--- config.mk ---
export PLATFORM = sky130hd
export DESIGN_NAME = extensor_de_sinal
export DESIGN_NICKNAME = d
export VERILOG_FILES = /design/src/rtl/extensor_de_sinal.sv
export SDC_FILE = /design/constraint.sdc
export NUM_CORES = 1
export LEC_CHECK = 0
export ABC_CLOCK_PERIOD_IN_PS = 1200
export BUFFER_PORTS_ARGS = -buffer_cell sky130_fd_sc_hd__buf_2
export CORE_AREA = 5 5 45 47
export DETAILED_ROUTE_END_ITERATION = 6
export DIE_AREA = 0 0 50 52
export HOLD_SLACK_MARGIN = 0.06
export PLACE_DENSITY = 0.59
export SYNTH_ARGS = -nofsm -noshare
export SYNTH_HDL_FRONTEND = slang
export SYNTH_SLANG_ARGS = --single-unit
--- constraint.sdc ---
create_clock -name Clock -period 1.2 [get_ports Clock]
set_input_delay 0.24 -clock Clock [delete_from_list [all_inputs] [get_ports Clock]]
set_output_delay 0.24 -clock Clock [all_outputs]
set_load 0.01 [all_outputs]
--- src/rtl/extensor_de_sinal.sv ---
// Sign/zero extender for the datapath immediate field.
// Combinational result for same-cycle consumers, plus a registered copy with a
// one-cycle valid flag for pipelined consumers.
//
// Ports:
//   Clock        in   rising-edge clock for the registered outputs
//   Reset        in   asynchronous active-high reset of the registered outputs
//   Entrada      in   IN_WIDTH value to extend (two's complement when ZeroExt=0)
//   ZeroExt      in   0 = sign extend, 1 = zero extend
//   Habilita     in   load enable for the output register
//   Resultado    out  OUT_WIDTH combinational extended value
//   Negativo     out  combinational, Entrada MSB in sign mode, 0 in zero mode
//   ResultadoReg out  OUT_WIDTH registered extended value
//   Valido       out  high for one cycle after each Habilita cycle
module extensor_de_sinal #(
    parameter int unsigned IN_WIDTH  = 5,
    parameter int unsigned OUT_WIDTH = 8
) (
    input  logic                 Clock,
    input  logic                 Reset,
    input  logic [IN_WIDTH-1:0]  Entrada,
    input  logic                 ZeroExt,
    input  logic                 Habilita,
    output logic [OUT_WIDTH-1:0] Resultado,
    output logic                 Negativo,
    output logic [OUT_WIDTH-1:0] ResultadoReg,
    output logic                 Valido
);

    logic [OUT_WIDTH-1:0] ext_c;
    logic [OUT_WIDTH-1:0] resultado_d;
    logic [OUT_WIDTH-1:0] resultado_q;
    logic                 valido_d;
    logic                 valido_q;

    // Extension network; equal widths need their own branch since a
    // zero-width replication is illegal.
    if (IN_WIDTH < 1) begin : g_bad_in
        $error("extensor_de_sinal: IN_WIDTH must be >= 1");
    end else if (OUT_WIDTH < IN_WIDTH) begin : g_bad_out
        $error("extensor_de_sinal: OUT_WIDTH must be >= IN_WIDTH");
    end else if (OUT_WIDTH == IN_WIDTH) begin : g_same
        assign ext_c = Entrada;
    end else begin : g_ext
        localparam int unsigned EXT_W = OUT_WIDTH - IN_WIDTH;
        // Fill bit is the MSB in sign mode, forced to 0 in zero mode.
        assign ext_c = {{EXT_W{Entrada[IN_WIDTH-1] & ~ZeroExt}}, Entrada};
    end

    assign Resultado = ext_c;
    assign Negativo  = Entrada[IN_WIDTH-1] & ~ZeroExt;

    // Next state: load on Habilita, otherwise hold; valid tracks Habilita.
    always_comb begin
        resultado_d = resultado_q;
        valido_d    = 1'b0;
        if (Habilita) begin
            resultado_d = ext_c;
            valido_d    = 1'b1;
        end
    end

    // Output register; Reset clears immediately and wins over the clock.
    always_ff @(posedge Clock or posedge Reset) begin
        if (Reset) begin
            resultado_q <= '0;
            valido_q    <= 1'b0;
        end else begin
            resultado_q <= resultado_d;
            valido_q    <= valido_d;
        end
    end

    assign ResultadoReg = resultado_q;
    assign Valido       = valido_q;

endmodule

==> summary.md <==
| Metric | Value |
|---|---|
| Status | `finished clean` |
| Synth Area in XOR/XNOR | `0` |
| VDD IR max | `0.351 mV` |
| Crit path capture | `ResultadoReg[5]` |
| Clk sinks | `7` |
| Fin cells | `63` |
| Gr busiest metal | `met2` |
| Initial antenna violation count | `0` |
| Post-route minimum period | `1.03 ns` |
| Post-synthesis sequential area ratio | `0.484` |
| RSZ-0062 raised after global routing | `no` |
| Clk_skew | `0 ns` |
| Yosys reg bits | `7` |
| Remaining global-route overflow | `0` |
| Total number of vias | `232` |
| Multiplexer share of the synthesized area | `0.249` |
| Post-route DRC | `0` |
| Net Sw Power | `0.000155 W` |
| DIE AREA | `0.00260 mm^2` |
| Seq pwr share | `0.441` |
| Max incr delay on CP | `0.39 ns` |
| M1 GR Usage | `0.0730` |
| Max cap viols | `0` |
| Startpoint class of the critical path | `register` |
| Setup TNS | `0 ns` |
| TritonRoute pass-1 iters | `3` |
| Largest family of logic cells by synthesized area | `buffers and inverters` |
| Final period utilization | `0.856` |
| GR Util met3 | `0.0372` |
| Synth Area in Compound Gates | `0` |
| Critical Path, Cell by Cell | `buf_2` |
| Post-Synth Adder-Cell Area | `0` |
| Fin area | `463 um^2` |
| Vias in the first global route | `255` |
| # setup viols final | `0` |
| Routability cong. | `0.554` |
| Fmax | `973 MHz` |
| HP Class | `input pin to register` |
| Worst Setup End Kind | `output pin` |
| Largest net degree at the start of global routing | `8` |
| Yosys warnings | `0` |
| Clock Path Buffers | `2` |
| Clock transition at path regs | `0.05 ns` |
| R2R depth | `1` |
| Gr usage total | `0.0616` |
| Final net count | `56` |
| Netlist cell types | `6` |
| Mapped Cells | `26` |
| Core footprint | `0.00161 mm^2` |
| Syn avg cell area | `13.9 um^2` |
| R2r endpoint | `ResultadoReg[5]` |
| IO Port Bufs | `26` |
| Initial Util | `0.224` |
| Die Span Y | `52 um` |
| Internal Power | `0.000455 W` |
| Crit path max-delay family | `flip-flops` |
| FILL cells | `178` |
| PwrDens | `1320 mW/mm^2` |
| Critical-path top delay cell | `dfrtp_1` |
| Post-CTS Setup Bufs | `0` |
| Max FO, Critical Path | `4` |
| CTS tree | `yes` |
| Reg-to-reg startpoint | `ResultadoReg[5]` |
| ANT nets after route | `0` |
| Max H-tree Level | `1` |
| CP Depth | `1` |
| Clk_lat worst skew | `0.25 ns` |
| R2R setup slack | `0.42 ns` |
| Register Area | `175 um^2` |
| # placed instances | `58` |
| CTS Buf Count | `3` |
| First-pass GRT wire length | `1.16 mm` |
| Netlist Area Pre-Place | `362 um^2` |
| Worst setup path startpoint | `ResultadoReg[5]` |
| Crit path DAT | `0.79 ns` |
| Clk network pwr share | `0.346` |
| Cts hold-fix bufs | `1` |
| Layout area overhead | `28.0%` |
| Post-Synth Simple-Gate Area | `0.0173` |
| Post-cts sizing count | `0` |
| Fin. Hold Viols | `0` |
| Net Sw Frac | `0.254` |
| Row cnt | `15` |
| Synth Net Count | `35` |
| WP buf/inv | `1` |
| Hold slack | `0.230 ns` |
| Via-per-instance ratio | `3.68` |
| Crit path kind | `register to output pin` |
| Dpl cell area | `427 um^2` |
| Iteration-0 DRC Markers | `3` |
| Diode count | `0` |
| WL per Instance | `11.0 um` |
| Leakage | `0.267 nW` |
| Layout cell share with drive strength beyond 1 | `0.761` |
| Pwr Total | `0.000609 W` |
| GR met2 Demand/Resource | `0.0816` |
| Footprint of the multi-input gates | `96.3 um^2` |
| Final Max Tran Viols | `0` |
| Clk root buf | `clkbuf_4` |
| Drt total wl | `693 um` |
| Logic pwr share | `0.212` |
| Boundary pin count | `27` |
| Slew of the pin with the lowest slew margin | `0.271 ns` |
| Die width | `50 um` |
| Max transition margin | `0.819` |
| Critical Path RT | `0.96 ns` |
-- Yosys cell counts (all sizes together) --
library cell / count / area (um^2)
buf: 11 / 86.3
dfrtp: 7 / 175
inv: 1 / 3.75
mux2: 6 / 90.1
nor2b: 1 / 6.26
-- layout by cell type, fill, tap and decap left out, drive strengths merged --
master	n
nor2b	1
inv	1
buf	26
clkbuf	4
mux2	6
dlygate4sd3	1
dfrtp	7
-- cell type report --
class                   count  area share
flip-flops and latches      7       0.378
repair buffers             27       0.303
multi-input cells           7       0.208
clock buffers               4      0.0568
well taps                  17      0.0459
inverters                   1     0.00811
-- layer usage --
| layer | wire length (um) | up-vias |
|---|---|---|
| li1 | - | 114 |
| met1 | 275 | 101 |
| met2 | 316 | 15 |
| met3 | 90 | 2 |
| met4 | 10 | 0 |
| met5 | 0 | - |
-- worst min-delay path by stage --
stage               start               to  slack (ns)  cells after the start
2_1_floorplan       Reset  ResultadoReg[0]        0.04                      1
3_3_place_gp        Reset  ResultadoReg[2]        0.19                      2
3_5_place_dp        Reset           Valido        0.19                      2
4_1_cts        Entrada[3]  ResultadoReg[3]        0.22                      2
5_1_grt        Entrada[3]  ResultadoReg[3]        0.23                      2
6_report       Entrada[3]  ResultadoReg[3]        0.23                      2
-- kinds of logic after synthesis --
logic type / after synthesis
buf+inv: 12
flops: 7
mux: 6
simple gates: 1
-- registers in the layout (all words and copies together), names as in the netlist --
| register | cells |
|---|---|
| ResultadoReg | 6 |
| Valido | 1 |
-- per-stage QoR --
step	utilization	setup slack [ns]
6_report	0.287	0.173
5_1_grt	0.287	0.119
4_1_cts	0.287	0.151
3_5_place_dp	0.264	0.189
3_3_place_gp	0.264	0.207
2_1_floorplan	-	0.198
-- power by group through the flow --
stage          clock (W)  combinational, W  sequential, W
3_3_place_gp           0          0.000130       0.000272
4_1_cts         0.000225          0.000133       0.000269
5_1_grt         0.000240          0.000141       0.000272
2_1_floorplan          0         0.0000861       0.000284
6_report        0.000211          0.000129       0.000269
3_5_place_dp           0          0.000130       0.000273
Note: power is estimated with default switching activity, not from simulation.
